`config.mk`:
```
export PLATFORM = sky130hd
export DESIGN_NAME = fir_mc
export DESIGN_NICKNAME = d
export VERILOG_FILES = /design/src/rtl/fir_mc.sv
export SDC_FILE = /design/constraint.sdc
export NUM_CORES = 2
export LEC_CHECK = 0
export CAP_MARGIN = 25
export CORE_UTILIZATION = 60
export CTS_CLUSTER_SIZE = 30
export DETAILED_ROUTE_END_ITERATION = 10
export PLACE_DENSITY = 0.77
export SYNTH_ARGS = -nofsm -noshare
export SYNTH_HDL_FRONTEND = slang
export SYNTH_SLANG_ARGS = --single-unit
```
`constraint.sdc`:
```
create_clock -name ck -period 8.95 [get_ports ck]
set_clock_uncertainty 0.15 [all_clocks]
set_input_delay 1.79 -clock ck [delete_from_list [all_inputs] [get_ports ck]]
set_output_delay 1.79 -clock ck [all_outputs]
set_load 0.01 [all_outputs]
```
`src/rtl/fir_mc.sv`:
```
// Multi-channel time-shared FIR: one MAC per tap cycle, per-channel delay lines,
// runtime coefficients, round-half-up, output saturation and overrun pulses.
module fir_mc #(
    parameter int DW       = 20,
    parameter int CW       = 16,
    parameter int TAPS     = 16,
    parameter int CHANNELS = 2,
    localparam int CHW     = (CHANNELS > 1) ? $clog2(CHANNELS) : 1,
    localparam int TW      = $clog2(TAPS)
) (
    input  logic                 ck,
    input  logic                 rst,
    input  logic signed [DW-1:0] in,
    input  logic [CHW-1:0]       ch_in,
    input  logic                 input_ready,
    input  logic                 coef_we,
    input  logic [TW-1:0]        coef_addr,
    input  logic signed [CW-1:0] coef_data,
    output logic signed [DW-1:0] out,
    output logic [CHW-1:0]       ch_out,
    output logic                 output_ready,
    output logic                 busy,
    output logic                 overrun
);

    localparam int AW = DW + CW + TW;
    localparam int PW = DW + CW;
    localparam logic [CHW:0] CH_LIM = (CHW+1)'(CHANNELS);
    localparam logic [TW-1:0] T_LAST = TW'(TAPS - 1);
    localparam logic signed [CW-1:0] C_DEF = CW'((1 << (CW - 1)) / TAPS);
    localparam logic signed [AW-1:0] RND = AW'(1) <<< (CW - 2);
    localparam logic signed [AW-1:0] MAXV = (AW'(1) <<< (DW - 1)) - AW'(1);
    localparam logic signed [AW-1:0] MINV = -MAXV - AW'(1);

    typedef enum logic [1:0] {
        S_IDLE,
        S_MAC,
        S_ROUND,
        S_DONE
    } state_t;

    state_t state_q, state_d;
    logic ir_q, ir_d;
    logic [CHW-1:0] ch_q, ch_d;
    logic [TW-1:0] rd_q, rd_d;
    logic [TW-1:0] k_q, k_d;
    logic signed [AW-1:0] acc_q, acc_d;
    logic signed [DW-1:0] rnd_q, rnd_d;
    logic signed [DW-1:0] out_q, out_d;
    logic [CHW-1:0] ch_out_q, ch_out_d;
    logic ordy_q, ordy_d;
    logic ovr_q, ovr_d;
    logic [TW-1:0] wp_q [CHANNELS];
    logic [TW-1:0] wp_d [CHANNELS];
    logic signed [DW-1:0] buf_q [CHANNELS][TAPS];
    logic signed [DW-1:0] buf_d [CHANNELS][TAPS];
    logic signed [CW-1:0] coef_q [TAPS];
    logic signed [CW-1:0] coef_d [TAPS];

    logic strobe;
    logic ch_ok;
    logic signed [PW-1:0] prod;
    logic signed [AW-1:0] sum;
    logic signed [AW-1:0] shifted;
    logic signed [DW-1:0] sat;

    assign out          = out_q;
    assign ch_out       = ch_out_q;
    assign output_ready = ordy_q;
    assign overrun      = ovr_q;
    assign busy         = (state_q != S_IDLE);

    always_comb begin
        strobe  = input_ready & ~ir_q;
        ch_ok   = {1'b0, ch_in} < CH_LIM;
        prod    = PW'(buf_q[ch_q][rd_q]) * PW'(coef_q[k_q]);
        sum     = acc_q + RND;
        shifted = sum >>> (CW - 1);
        if (shifted > MAXV) begin
            sat = MAXV[DW-1:0];
        end else if (shifted < MINV) begin
            sat = MINV[DW-1:0];
        end else begin
            sat = shifted[DW-1:0];
        end
    end

    always_comb begin
        state_d  = state_q;
        ir_d     = input_ready;
        ch_d     = ch_q;
        rd_d     = rd_q;
        k_d      = k_q;
        acc_d    = acc_q;
        rnd_d    = rnd_q;
        out_d    = out_q;
        ch_out_d = ch_out_q;
        ordy_d   = 1'b0;
        ovr_d    = 1'b0;
        wp_d     = wp_q;
        buf_d    = buf_q;
        coef_d   = coef_q;

        // Write precedes the strobe's MAC, so a same-cycle sample sees it
        if (coef_we && !busy) begin
            coef_d[coef_addr] = coef_data;
        end

        unique case (state_q)
            S_IDLE: begin
                if (strobe) begin
                    if (ch_ok) begin
                        buf_d[ch_in][wp_q[ch_in]] = in;
                        ch_d    = ch_in;
                        rd_d    = wp_q[ch_in];
                        k_d     = '0;
                        acc_d   = '0;
                        state_d = S_MAC;
                    end else begin
                        ovr_d = 1'b1;
                    end
                end
            end
            S_MAC: begin
                ovr_d = strobe;
                acc_d = acc_q + AW'(prod);
                rd_d  = (rd_q == '0) ? T_LAST : rd_q - TW'(1);
                k_d   = k_q + TW'(1);
                if (k_q == T_LAST) begin
                    state_d = S_ROUND;
                end
            end
            S_ROUND: begin
                ovr_d   = strobe;
                rnd_d   = sat;
                state_d = S_DONE;
            end
            S_DONE: begin
                ovr_d       = strobe;
                out_d       = rnd_q;
                ch_out_d    = ch_q;
                ordy_d      = 1'b1;
                wp_d[ch_q]  = (wp_q[ch_q] == T_LAST) ? '0 : wp_q[ch_q] + TW'(1);
                state_d     = S_IDLE;
            end
        endcase
    end

    always_ff @(posedge ck) begin
        if (rst) begin
            state_q  <= S_IDLE;
            ir_q     <= 1'b0;
            ch_q     <= '0;
            rd_q     <= '0;
            k_q      <= '0;
            acc_q    <= '0;
            rnd_q    <= '0;
            out_q    <= '0;
            ch_out_q <= '0;
            ordy_q   <= 1'b0;
            ovr_q    <= 1'b0;
            for (int c = 0; c < CHANNELS; c++) begin
                wp_q[c] <= '0;
                for (int t = 0; t < TAPS; t++) begin
                    buf_q[c][t] <= '0;
                end
            end
            for (int t = 0; t < TAPS; t++) begin
                coef_q[t] <= C_DEF;
            end
        end else begin
            state_q  <= state_d;
            ir_q     <= ir_d;
            ch_q     <= ch_d;
            rd_q     <= rd_d;
            k_q      <= k_d;
            acc_q    <= acc_d;
            rnd_q    <= rnd_d;
            out_q    <= out_d;
            ch_out_q <= ch_out_d;
            ordy_q   <= ordy_d;
            ovr_q    <= ovr_d;
            wp_q     <= wp_d;
            buf_q    <= buf_d;
            coef_q   <= coef_d;
        end
    end

endmodule
```
* Yosys cells after proc, flatten, opt, wreduce, memory -nomap -nowiden
Cells that the tools add are included.
** Word-level totals
- Register bits :: 999
- Input bits :: 45
- Output and inout bits :: 24
- Word-level logic and storage cells :: 149
** Operators by class
- Add/subtract/negate cells :: 5
- $mul :: 1
- $lt $le $gt $ge :: 12
- Eq/ne operators :: 7
- Muxes and demuxes :: 41
- Bitwise logic cells :: 8
- Reductions and logical operators :: 14
** Operator list (count)
- two-way mux 320 bit :: 4
- bitwise mux 640 bit :: 1
- demux 320 bit (select 1 bit) :: 1
- bitwise mux 256 bit :: 1
- two-way mux 20 bit :: 5
- binary-select mux 20 bit (select 4 bit) :: 1
- demux 20 bit (select 4 bit) :: 1
- one-hot mux 40 bit (2 select lines) :: 1
- binary-select mux 16 bit (select 4 bit) :: 1
- demux 16 bit (select 4 bit) :: 1
- two-way mux 16 bit :: 3
- two-way mux 4 bit :: 11
- adder 40 x 16 -> 40 bit (second input constant) :: 1
- adder 40 x 36 -> 40 bit :: 1
- two-way mux 40 bit :: 1
- multiplier 20 x 16 -> 36 bit :: 1
- greater-than comparator 25 x 20 -> 1 bit (second input constant) :: 1
- less-than comparator 25 x 20 -> 1 bit (second input constant) :: 1
- greater-or-equal comparator 5 bit (second input constant) :: 4
- inverter 4 -> 5 bit :: 4
- one-hot mux 4 bit (2 select lines) :: 2
- less-than comparator 5 x 1 -> 1 bit (second input constant) :: 2
- adder 4 x 1 -> 4 bit (second input constant) :: 2
- bitwise mux 8 bit :: 1
- other kinds (22) :: 36

* Depth between registers and ports, before layout
- Depth in word-level cells :: 12
- Gate-level depth with buffers :: 32
- Depth with buffers taken out :: 27

* Worst setup path after synthesis
No wires, ideal clock.
- Kind :: register to register
- Start :: reg rd_q[0]
- End :: reg acc_q[38]
- Setup time :: 0.128 ns
- Arrival time :: 8.011 ns
- Required time :: 8.672 ns
- Slack :: 0.661 ns
- Cell stages (with the launch flop) :: 30
- Buffers on the path :: 6
- Period minus slack after synthesis :: 8.289 ns
- Cell sequence :: dfxtp_1 buf_4 buf_6 buf_2 buf_2 buf_1 mux4_2 mux4_2 mux2_2 buf_2 nand2_1 fa_1 fa_1 fa_1 fa_1 inv_1 fa_1 inv_1 fa_1 inv_1 ha_1 a211oi_1 o21ai_0 a2111o_1 a21oi_1 o31a_1 o221ai_1 o41ai_1 xor2_1 o21ai_0
** Between the ends
- Cells in the longest elaborated chain, start to end :: 7
** Ends and longest elaborated chain
- start: declaration :: line 45 : logic [TW-1:0] rd_q, rd_d;
- start signal: assignment :: line 175 : rd_q <= rd_d;
- inverter 4 -> 5 bit (not written as such) :: line 76 : prod = PW'(buf_q[ch_q][rd_q]) * PW'(coef_q[k_q]);
- binary-select mux 20 bit (select 4 bit) :: line 76
- two-way mux 20 bit (not written as such) (2 in series) :: line 76
- multiplier 20 x 16 -> 36 bit :: line 76
- adder 40 x 36 -> 40 bit :: line 126 : acc_d = acc_q + AW'(prod);
- one-hot mux 40 bit (2 select lines) :: line 109 : unique case (state_q)
- end signal: assignment :: line 156 : acc_q <= '0;
- end signal: assignment :: line 177 : acc_q <= acc_d;
- end: declaration :: line 47 : logic signed [AW-1:0] acc_q, acc_d;
Every way passes these cells. The select of a mux whose other input is x is not followed.
A chain may end at the register's enable or synchronous reset.

* Worst setup path after layout
Same ends and word-level chain as after synthesis.

==> metrics.md <==
| Metric | Value |
|---|---|
| Status | `finished clean` |
| Total Power | `between 10000 and 15000 uW` |
| P_leak | `0.0228 uW` |
| Worst-Margin Slew | `roughly 1.3 ns` |
| Vias in the first global route | `45.6k` |
| Met2 usage | `0.549` |
| Crit path from | `rd_q[0]` |
| Register area | `20000 um^2` |
| Clock-pin slew on the worst setup and hold paths | `0.06 ns` |
| Reg-to-reg slack, setup | `0.33 ns` |
| Reg2Reg Depth | `25` |
| Post-layout min period | `8.62 ns` |
| Initial drt markers | `roughly 5.8k` |
| Chip width | `about 300 um` |
| Max Buffers Root-to-Sink | `3` |
| Area grow syn2layout | `9.77%` |
| GP Congestion | `roughly 0.95` |
| Reg-to-Reg End | `acc_q[38]` |
| CTS Buf Count | `between 100 and 150` |
| Total grt overflow | `0` |
| CTS tree | `yes` |
| Final Max Slew Viols | `0` |
| Post-synth top area share | `0.356` |
| First-pass GRT wire length | `262000 um` |
| Net Switching | `3100 uW` |
| Total GRT Usage | `0.358` |
| Synthesized flop and latch total | `between 900 and 1k` |
| CP most frequent cell | `fa_1` |
| Final setup margin | `around 0.33 ns` |
| Starting Density | `0.609` |
| Critical path startpoint category | `flop` |
| Distinct cells, synth | `72` |
| Gr busiest metal | `met2` |
| WP depth | `25` |
| Nets | `6813` |
| Fillers | `7202` |
| Max Freq | `116 MHz` |
| Buf/Inv on CP | `5` |
| RSZ-0062 raised after global routing | `no` |
| Async set-reset flop share out of synthesis | `0` |
| Wire per inst | `22.2 um` |
| Average size of a mapped cell | `roughly 8.7 um^2` |
| Routed Wire Length | `~170000 um` |
| Syn Inst Count | `6446` |
| Crit end category | `flop` |
| Setup TNS | `0 ns` |
| Syn_nets | `6989` |
| Routed Antenna Nets | `0` |
| Via-to-Cell Ratio | `between 6 and 7` |
| Routed vias | `46.2k` |
| Hold path start | `buf_q[319]` |
| R2R Path Start | `rd_q[0]` |
| Met1 usage | `0.487` |
| Largest net degree at the start of global routing | `about 250` |
| Clk pwr share | `0.404` |
| Area used by multi-input combinational logic | `32500 um^2` |
| Worst min path class | `reg2reg` |
| Final non-filler cell total | `7597` |
| Top cell family by delay on the critical path | `adder cells` |
| Post-route DRC violation count | `0` |
| Net Sw Frac | `0.289` |
| Most used DFF post-synth | `dfxtp_1` |
| IO Pins | `69` |
| Layout cells sized above 1 | `0.106` |
| Hold Fails Final Rpt | `0` |
| Hold Crit Depth | `2` |
| Core area | `92200 um^2` |
| Number of port buffers | `68` |
| Placed wire-length estimate | `112000 um` |
| CTS resizes | `0` |
| TritonCTS Sinks | `999` |
| CP peak stage delay | `0.56 ns` |
| Crit Path Max Fanout | `46` |
| VDD IR max | `approximately 0.18 mV` |
| Critical path class | `reg2reg` |
| Top cells by area, synth | `dfxtp_1 36%, nand2_1 14%, fa_1 13%` |
| Initial antenna violation count | `3` |
| Yosys warns | `0` |
| Pwr Density | `174 nW/um^2` |
| Max-Cap Viols | `0` |
| Rows | `111` |
| Die height | `308 um` |
| Synth Cell Area | `roughly 56000 um^2` |
| Slowest cell on the critical path | `mux4_2` |
| H-tree levels | `3` |
| Die ar. | `94800 um^2` |
| Cts hold-fix bufs | `0` |
| Slew headroom | `0.143` |
| Number of detailed-route iterations in the first pass | `6` |
| Critical path arrival | `9.05 ns` |
| Crit share post-route | `0.963` |
| Register area share after synthesis | `0.356` |
| Hold path endpoint | `buf_q[319]` |
| Part of the power in registers | `0.431` |
| Final setup viols | `0` |
| WP data required | `around 9.4 ns` |
| EDFF count, synth | `0` |
| Area leader, netlist | `dfxtp_1` |
| Pint | `roughly 7600 uW` |
| Met3 Track Usage GR | `0.0767` |
| Worst slack, placed | `~0.34 ns` |
| Post-CTS Setup Bufs | `0` |
| Placed insts | `approximately 7.4k` |
| Combinational share of power | `0.165` |
| CTS root buffer | `clkbuf_16` |
| Clk_lat worst skew | `0.73 ns` |
==> cells in the mapped netlist (all sizes together) (3+ instances only) <==
| master | instances |
|---|---|
| a211oi | 10 |
| a21boi | 4 |
| a21o | 7 |
| a21oi | 929 |
| a22oi | 21 |
| a31oi | 5 |
| a32o | 3 |
| and2 | 20 |
| and3 | 10 |
| buf | 76 |
| clkbuf | 428 |
| dfxtp | 999 |
| fa | 374 |
| ha | 124 |
| inv | 422 |
| mux2 | 27 |
| mux2i | 42 |
| mux4 | 274 |
| nand2 | 2030 |
| nand2b | 53 |
| nand3 | 26 |
| nand3b | 16 |
| nand4 | 7 |
| nor2 | 211 |
| nor2b | 104 |
| nor3 | 36 |
| nor4 | 3 |
| o211ai | 5 |
| o21a | 26 |
| o21ai | 37 |
| o21bai | 8 |
| o221ai | 4 |
| o31a | 3 |
| or2 | 11 |
| or3 | 6 |
| xnor2 | 34 |
| xor2 | 24 |
==> layout make-up <==
type / count / area share
Multi-Input combinational cell: 4518 / 0.528
Sequential cell: 999 / 0.325
Clock buffer: 152 / 0.0495
Timing Repair Buffer: 227 / 0.0406
Inverter: 423 / 0.0258
Tap cell: 1243 / 0.0252
Clock inverter: 34 / 0.00591
Antenna cell: 1 / 0.0000406
==> registers in the layout, indices dropped and copies added (netlist names) <==
name,count
buf_q,640
coef_q,256
acc_q,40
out,20
rnd_q,20
wp_q,8
k_q,4
rd_q,4
state_q,2
ch_out,1
ch_q,1
ir_q,1
output_ready,1
overrun,1
==> kinds of logic after synthesis <==
kind of cell	Yosys count	synth area share
adders and majority gates	498	0.161
DFF	999	0.356
and+or+nand+nor	2537	0.183
AOI/OAI and AO/OA	1082	0.103
muxes	343	0.123
buffers and inverters	929	0.0648
xor gates and xnor gates	58	0.00905
==> routing by layer <==
| metal | wire [um] | vias up |
|---|---|---|
| met3 | 20600 | 496 |
| met5 | 0 | - |
| met1 | 64600 | 22400 |
| li1 | - | 20600 |
| met4 | 8240 | 0 |
| met2 | 75200 | 2811 |
==> worst max-delay path by stage <==
| stage | endpoint | slack, ns |
|---|---|---|
| finish | acc_q[38] | 0.33 |
| global route | acc_q[38] | 0.04 |
| CTS | acc_q[38] | 0.31 |
| detailed placement | acc_q[38] | 0.34 |
| global placement | acc_q[38] | 0.49 |
| floorplan | acc_q[38] | 0.66 |
==> through the flow <==
step	util	hold slack [ns]	cell area (um^2)
final	0.668	0.301	61600
after floorplan	-	0.282	56100
after detailed placement	0.629	0.293	58000
after global placement	0.625	0.288	57600
after CTS	0.667	0.302	61500
after global routing	0.668	0.317	61600
==> layout by cell type, fill, tap and decap left out, types with 24 or more instances in the layout <==
cell type,count
mux2i_1,41
fa_1,374
nand2b_1,53
a21oi_1,928
nand2_1,2030
nor2b_1,104
xnor2_1,34
dfxtp_1,994
nand3_1,25
nor2_1,207
clkdlybuf4s50_1,67
mux2_2,27
inv_1,422
ha_1,123
o21a_1,26
clkbuf_16,103
o21ai_0,30
mux4_2,274
nor3_1,24
clkbuf_8,31
xor2_1,24
buf_4,116
==> worst min-delay path: stages (launching register included) <==
cell and delay (ns):
dfxtp_1 0.31, nand2_1 0.05, a21oi_1 0.05
==> power by group through the flow <==
stage / Clock (uW) / Sequential (uW) / Combinational [uW]
floorplan: 0 / 4670 / 1220
global route: 4530 / 4630 / 1890
finish: 4330 / 4620 / 1770
CTS: 4340 / 4620 / 1730
detailed placement: 0 / 4720 / 1720
global placement: 0 / 4710 / 1690
Power figures use the tool's default switching activity.
